[src/rtl/regfile_sb.sv]
// rtl/regfile_sb.sv - multi-read-port integer register file with per-register busy scoreboard
//
// Purpose:
//   NRD combinational read ports and one write-back port. A scoreboard bit per
//   register marks an issued-but-unwritten result so decode can stall on RAW
//   hazards. Register 0 is hardwired to zero and is never marked busy.
//
// Configuration:
//   REGFILE_BYPASS_EN  when defined, a same-cycle write-back is forwarded to the
//                      read ports and dbg_data, and rd_busy is masked for the
//                      forwarded register. When undefined, reads return the
//                      stored value and rd_busy reflects busy_vec only.
//
// Ports:
//   clk        rising-edge clock
//   rst_n      asynchronous active-low reset
//   ra         read addresses, port k at [k*AW +: AW]
//   rdata      read data, port k at [k*XLEN +: XLEN]
//   rd_busy    port k's register has a pending result
//   we         write-back enable
//   rw         write-back address
//   wdata      write-back data
//   iss_valid  instruction with destination iss_rd issued this cycle
//   iss_rd     destination of the issued instruction
//   busy_vec   scoreboard bits, bit i = register i pending
//   busy_cnt   number of set bits in busy_vec
//   dbg_addr   debug read address
//   dbg_data   debug read data (combinational)

module regfile_sb #(
   parameter  int XLEN = 32,
   parameter  int AW   = 5,
   parameter  int NRD  = 2,
   parameter  int CNTW = 6,
   localparam int NREG = 1 << AW
) (
   input  logic                clk,
   input  logic                rst_n,
   input  logic [NRD*AW-1:0]   ra,
   output logic [NRD*XLEN-1:0] rdata,
   output logic [NRD-1:0]      rd_busy,
   input  logic                we,
   input  logic [AW-1:0]       rw,
   input  logic [XLEN-1:0]     wdata,
   input  logic                iss_valid,
   input  logic [AW-1:0]       iss_rd,
   output logic [NREG-1:0]     busy_vec,
   output logic [CNTW-1:0]     busy_cnt,
   input  logic [AW-1:0]       dbg_addr,
   output logic [XLEN-1:0]     dbg_data
);

   logic [XLEN-1:0] regs [NREG];
   logic [NREG-1:0] busy_q;
   logic [CNTW-1:0] cnt_q;

   // Writes and issues that target x0 are discarded here, once, so every
   // consumer below can treat them as plain events.
   logic wr_hit;
   logic iss_hit;

   assign wr_hit  = we && (rw != '0);
   assign iss_hit = iss_valid && (iss_rd != '0);

   // ------------------------------------------------------------------
   // Storage
   // ------------------------------------------------------------------
   always_ff @(posedge clk or negedge rst_n) begin
      if (!rst_n) begin
         for (int i = 0; i < NREG; i++) begin
            regs[i] <= '0;
         end
      end else if (wr_hit) begin
         regs[rw] <= wdata;
      end
   end

   // ------------------------------------------------------------------
   // Scoreboard
   // ------------------------------------------------------------------
   logic [NREG-1:0] set_vec;
   logic [NREG-1:0] clr_vec;
   logic [NREG-1:0] busy_nxt;
   logic            cnt_inc;
   logic            cnt_dec;

   always_comb begin
      set_vec = '0;
      clr_vec = '0;
      if (iss_hit) begin
         set_vec[iss_rd] = 1'b1;
      end
      if (wr_hit) begin
         clr_vec[rw] = 1'b1;
      end
      // A new issue to the register being written means a newer producer is
      // in flight, so the set takes priority over the clear.
      busy_nxt    = set_vec | (busy_q & ~clr_vec);
      busy_nxt[0] = 1'b0;
   end

   // The count tracks popcount(busy_vec) incrementally: an issue only adds
   // when the bit was clear, and a write only subtracts when it actually
   // clears a set bit that is not simultaneously re-issued.
   assign cnt_inc = iss_hit && !busy_q[iss_rd];
   assign cnt_dec = wr_hit && busy_q[rw] && !(iss_hit && (iss_rd == rw));

   always_ff @(posedge clk or negedge rst_n) begin
      if (!rst_n) begin
         busy_q <= '0;
         cnt_q  <= '0;
      end else begin
         busy_q <= busy_nxt;
         cnt_q  <= cnt_q + CNTW'(cnt_inc) - CNTW'(cnt_dec);
      end
   end

   assign busy_vec = busy_q;
   assign busy_cnt = cnt_q;

   // ------------------------------------------------------------------
   // Read ports
   // ------------------------------------------------------------------
`ifdef REGFILE_BYPASS_EN
   // Forwarding is suppressed while reset is asserted so reads stay at zero.
   logic fwd_en;
   assign fwd_en = wr_hit && rst_n;
`endif

   for (genvar k = 0; k < NRD; k++) begin : g_rd
      logic [AW-1:0]   addr;
      logic [XLEN-1:0] stored;

      assign addr   = ra[k*AW +: AW];
      assign stored = (addr == '0) ? '0 : regs[addr];

`ifdef REGFILE_BYPASS_EN
      logic fwd;
      assign fwd                      = fwd_en && (rw == addr);
      assign rdata[k*XLEN +: XLEN]    = fwd ? wdata : stored;
      assign rd_busy[k]               = busy_q[addr] && !fwd;
`else
      assign rdata[k*XLEN +: XLEN]    = stored;
      assign rd_busy[k]               = busy_q[addr];
`endif
   end

   // ------------------------------------------------------------------
   // Debug port
   // ------------------------------------------------------------------
   logic [XLEN-1:0] dbg_stored;

   assign dbg_stored = (dbg_addr == '0) ? '0 : regs[dbg_addr];

`ifdef REGFILE_BYPASS_EN
   assign dbg_data = (fwd_en && (rw == dbg_addr)) ? wdata : dbg_stored;
`else
   assign dbg_data = dbg_stored;
`endif

endmodule
[config.mk]
export PLATFORM = sky130hd
export DESIGN_NAME = regfile_sb
export DESIGN_NICKNAME = d
export VERILOG_FILES = /design/src/rtl/regfile_sb.sv
export SDC_FILE = /design/constraint.sdc
export NUM_CORES = 2
export LEC_CHECK = 0
export CAP_MARGIN = 15
export CORE_ASPECT_RATIO = 0.75
export CORE_MARGIN = 3
export CORE_UTILIZATION = 50
export CTS_CLUSTER_DIAMETER = 30
export DETAILED_ROUTE_END_ITERATION = 8
export PLACE_DENSITY = 0.74
export SETUP_SLACK_MARGIN = 0.4
export SLEW_MARGIN = 15
export SYNTH_ARGS = -nofsm -noshare
export SYNTH_HDL_FRONTEND = slang
export SYNTH_SLANG_ARGS = --single-unit
[constraint.sdc]
create_clock -name clk -period 6.6 [get_ports clk]
set_input_delay 1.65 -clock clk [delete_from_list [all_inputs] [get_ports clk]]
set_output_delay 1.65 -clock clk [all_outputs]
set_load 0.02 [all_outputs]
-- Word-level counts from Yosys, hierarchy flattened
Index checks and enable logic that the tools add are counted.
- equality and inequality tests: 1
- bitwise operators: 7
- order comparisons: 11
- mux-type cells: 29
- reduce and logical (&&, ||, !) cells: 16
- $add $sub $neg: 2
- operators with widths (cell ; number):
    $bwmux W1024 ; 1
    $bmux W32 S5 ; 3
    $mux W32 ; 12
    $demux W32 S5 ; 1
    $and A32 B32 Y32 ; 1
    $not A32 Y32 ; 1
    $or A32 B32 Y32 ; 1
    $ge A6 B6 Y1 const B ; 4
    $lt A5 B6 Y1 const B ; 4
    $not A5 Y6 ; 4
    $bmux W1 S5 ; 4
    $logic_not A5 Y1 ; 3
    $demux W1 S5 ; 2
    $ge A5 B1 Y1 const B ; 2
    $reduce_bool A5 Y1 ; 2
    $logic_and A1 B1 Y1 ; 9
    $add A6 B1 Y6 ; 1
    $lt A6 B1 Y1 const B ; 1
    $mux W1 ; 6
    $sub A6 B1 Y6 ; 1
    $eq A5 B5 Y1 ; 1
    $logic_not A1 Y1 ; 2
- logic and storage cells: 100
- output and inout bits: 136
- bits in registers: 1061

-- Logic depth before layout (Yosys ltp)
- depth in word-level cells: 8
- mapped depth: 15

-- Worst setup path before layout
OpenSTA, ideal clock, no wires.
- kind: input-to-output
- start point: input ra[0]
- end point: output rdata[11]
- stages on the path: 8
- path slack: 1.492 ns
- data arrival time: 3.458 ns
- required time: 4.950 ns
- cell sequence: buf_2 -> buf_4 -> inv_1 -> buf_4 -> buf_2 -> clkbuf_1 -> o2111ai_1 -> a311oi_1
- cells in the longest elaborated chain, start to end: 5
- elaborated cells on any way between the ends: 6
- those cells by class: 4 x mux; 1 x bitwise; 1 x reduce/logical
- RTL lines (item ; line ; RTL):
    start, declared ; 39 ; input logic [NRD*AW-1:0] ra,
    $not A5 Y6 (implied by the code) ; 135 ; assign stored = (addr == '0) ? '0 : regs[addr];
    $bmux W32 S5 ; 135 ;
    $mux W32 (implied by the code) (2 in a row) ; 135 ;
    $mux W32 * ; 135 ;
    end, declared ; 40 ; output logic [NRD*XLEN-1:0] rdata,
Mark *: on every way between the ends. The rest lies on a longest branch, timed or not. The select of a mux whose other input is x is not followed.

-- Final worst setup path
- start point: input ra[2]
- end point: output rdata[19]
The elaborated chain is that of the path after synthesis.

==> impl_results.md <==
- Post-DP HPWL: between 100000 and 150000 µm
- Global-route usage over all layers: a little over a third
- EDFF count, synth: 0
- Adder and majority cell fraction of the synthesized area: less than 1%
- TritonCTS clock tree: done
- Core region area: ~130000 µm²
- Instance count of the mapped netlist: 4509
- Number of cell rows: 113
- Fin. Hold Viols: 0
- Vias after detailed routing: 49250
- DR DRC count: 0
- Number of antenna violations at the first check in global routing: 21
- I/O Pins: 197
- Length of the first detailed-routing pass in iterations: 8
- Fmax achieved: about 160 MHz
- Final-layout fill cell count: ~9300
- Total wire length: around 240000 µm
- RSZ-0062 raised after global routing: no
- Slew @ Worst Pin: 1230 ps
- Share of post-route cells with drive strength above 1: between 50% and 60%
- Grt ovf: 0
- Post-route clock skew: 21.7 ps
- Family with the most delay on the worst path: buffers and inverters
- Area of the die: about 130000 µm²
- Critical path buffers and inverters: 4
- Relative slew margins: roughly 17%
- Worst Setup Slack post-DPL: roughly 400 ps
- Final Cycle Share: between 90% and 100%
- Crit end category: primary output
- Chain of cells forming the critical path: buf_8 -> buf_4 -> mux2i_1 -> a221oi_1 -> o21ai_0 -> a311oi_1 -> buf_4 -> clkdlybuf4s50_1
- Number of buffers inserted by port buffering: 195
- Number of unique standard cell types used by synthesis: 54
- Ys async rst share: between 90% and 100%
- Commonest non-fill, non-tap cell in the layout: sky130_fd_sc_hd__mux2_2
- CTS HTree Levels: 4
- Number of DRC violations after detailed-routing iteration 0: ~7300
- Parity-gate share of the synthesized area counting xor and xnor cells: less than 1%
- Post-synthesis average cell area: approximately 14 µm²
- Clock latency on the worst-skew pair: approximately 830 ps
- Via count of the first global-routing pass: around 49000
- Status: finished clean
- Post-synthesis sequential area ratio: 40.8%
- Area share of the largest cell type after synthesis: ~40%
- Worst hold-check path type: reg2reg
- Clock transition at the register clock pins on the worst setup and hold paths after CTS: about 50 ps
- Die boundary height: between 300 and 400 µm
- Per-cell via count in the routed design: 7.48
- Total power divided by cell area: roughly 340 nW/µm²
- Post-layout worst setup margin: 400 ps
- Global-route wire length before repair: ~350000 µm
- Max FO, Critical Path: 61
- Data required time at the worst endpoint: roughly 5000 ps
- Maximum number of buffers from clock root to sink: 3
- Maximum capacitance violations: 0
- Root buffer cell: sky130_fd_sc_hd__clkbuf_16
- Synth area leader: sky130_fd_sc_hd__dfrtp_1
- Slowest CP cell: sky130_fd_sc_hd__clkdlybuf4s50_1
- GP Congestion: between 0.9 and 1
- Post-CTS Setup Inserts: 0
- Crit-path max cell delay: about 630 ps
- Final nets: around 4700
- Leakage Power: 32.6 nW
- Tmin final: roughly 6200 ps
- Final Max Tran Viols: 0
- Post-detailed-route wirelength per cell: about 37 µm
- Multiplexer area fraction after synthesis: ~46%
- Count of warnings emitted by yosys: 0
- Main combinational cell family by area after synthesis: multiplexers
- WHS: 414 ps
- Cell area after synthesis: between 60000 and 70000 µm²
- CTS Sinks: 1061
- Worst setup path class: in2out
- Effective utilization at floorplan: 50.9%
- Fraction of the mapped netlist area in compound gates: just under 7%
- Pin count of the biggest net entering global routing: roughly 180
- Startpoint Class: input port
- Dominant cells by area after synthesis: sky130_fd_sc_hd__dfrtp_1 41%, sky130_fd_sc_hd__mux4_2 24%, sky130_fd_sc_hd__mux2_2 19%, sky130_fd_sc_hd__mux2i_1 3.0%, sky130_fd_sc_hd__clkbuf_1 1.7%
- Residual antenna-violating net count after detailed routing: 0
- IR drop worst, VDD: 0.246 mV
- Top flip-flop cell by instance count after synthesis: sky130_fd_sc_hd__dfrtp_1
- Die Span X: 422 µm
- Fraction of the mapped netlist area in simple logic gates: approximately 2.1%
- Sum Neg Setup Slack: 0 ps
- # hold bufs at CTS: 0
- Area grow syn2layout: 19.2%
- Post-Synthesis Net Count: roughly 4600
- Number of setup violations in the final report: 0
- Critical Path Most Common Cell: sky130_fd_sc_hd__buf_4
- Number of synthesized register bits: 1061
- Highest-count cells in the layout ignoring fill and taps: 1073 x sky130_fd_sc_hd__mux2_2, 1061 x sky130_fd_sc_hd__dfrtp_1, 703 x sky130_fd_sc_hd__mux4_2
- Number of buffers created by CTS: approximately 210
- Arrival time of the worst setup path: 4550 ps
[layout make-up]
cell class	instances	area [µm²]	area share, %
clock inverter	140	1910	2.46
multi-input combinational	2886	36400	46.9
antenna	12	30.0	0.0387
timing repair buffer	487	4690	6.05
clock buffer	262	5780	7.45
sequential	1061	26600	34.2
tap	1725	2160	2.78
inverter	13	56.3	0.0726
[path summary, 6_finish.rpt]
path / startpoint / endpoint / slack, ps / depth (start not counted)
worst max-delay path: ra[2] / rdata[19] / 400 / 8
worst min-delay path: regs[1021] / regs[1021] / 410 / 0
worst max register to register: busy_vec[10] / busy_cnt[4] / 3070 / 13
worst min register to register: regs[1021] / regs[1021] / 410 / 0
max in group asynchronous: rst_n / regs[643] / 4170 / 2
min in group asynchronous: rst_n / regs[721] / 870 / 1
[cells by family after synthesis]
kind of cell / Yosys count
DFF: 1061
xor gates and xnor gates: 9
buffers and inverters: 562
adders and majority gates: 7
AOI/OAI and AO/OA: 612
muxes: 1992
and+or+nand+nor: 265
other: 1
[synthesized netlist by cell type (all sizes together), types with 4 or more instances]
cell and number:
nor2 29, o21ai 187, clkbuf 293, a211oi 96, buf 256, ha 6
o2bb2ai 6, mux2 1092, mux4 703, nand2b 6, o2111ai 29, a221oi 71
a22oi 98, nor2b 106, nand2 86, nor3b 4, xnor2 7, a22o 12
mux2i 197, nor3 5, dfrtp 1061, or2 7, inv 13, a311oi 97
or4 4, a32o 4
[layer usage]
layer  GRT usage, %  vias to the layer above  wire (µm)
li1               -                    18454          -
met1           47.1                    25507      87300
met4           22.6                       10      17700
met3           13.2                     1027      34000
met2           50.2                     4252     104000
met5              0                        -        107
[sequential cells by signal, summed over array words and instances (netlist names)]
register and cells:
regs 1024, busy_cnt 6, busy_vec 31
[stage by stage]
stage          power [W]  std cells  area [µm²]  utilization (%)
2_1_floorplan     0.0127       4509       65000                -
3_3_place_gp      0.0145       6172       69800             54.6
3_5_place_dp      0.0148       6172       69800             54.6
4_1_cts           0.0263       6574       77500             60.7
5_1_grt           0.0272       6580       77500             60.6
6_report          0.0264       6586       77500             60.7
[repair_timing]
action / CTS / global route
gates resized for setup: 1 / 0
setup endpoints to repair: 1 / 0
endpoints found under the hold margin: 0 / 0
[worst register-to-register path, stage by stage, from the launching register on]
cell                       delay (ps)
sky130_fd_sc_hd__dfrtp_1          450
sky130_fd_sc_hd__mux4_2           510
sky130_fd_sc_hd__a221oi_1         300
sky130_fd_sc_hd__nor2_1            80
sky130_fd_sc_hd__or4_1            600
sky130_fd_sc_hd__ha_1             340
sky130_fd_sc_hd__inv_1             60
sky130_fd_sc_hd__ha_1             170
sky130_fd_sc_hd__inv_1             70
sky130_fd_sc_hd__fa_1             440
sky130_fd_sc_hd__inv_1             70
sky130_fd_sc_hd__a21o_1           120
sky130_fd_sc_hd__a21oi_1           70
sky130_fd_sc_hd__xnor2_1          120
[power breakdown]
part | switching [W] | internal [W]
registers | 0.00137 | 0.00777
logic | 0.00252 | 0.00329
clock network | 0.00392 | 0.00756
total | 0.00781 | 0.0186
No activity file was read; power rests on OpenSTA's default activity.
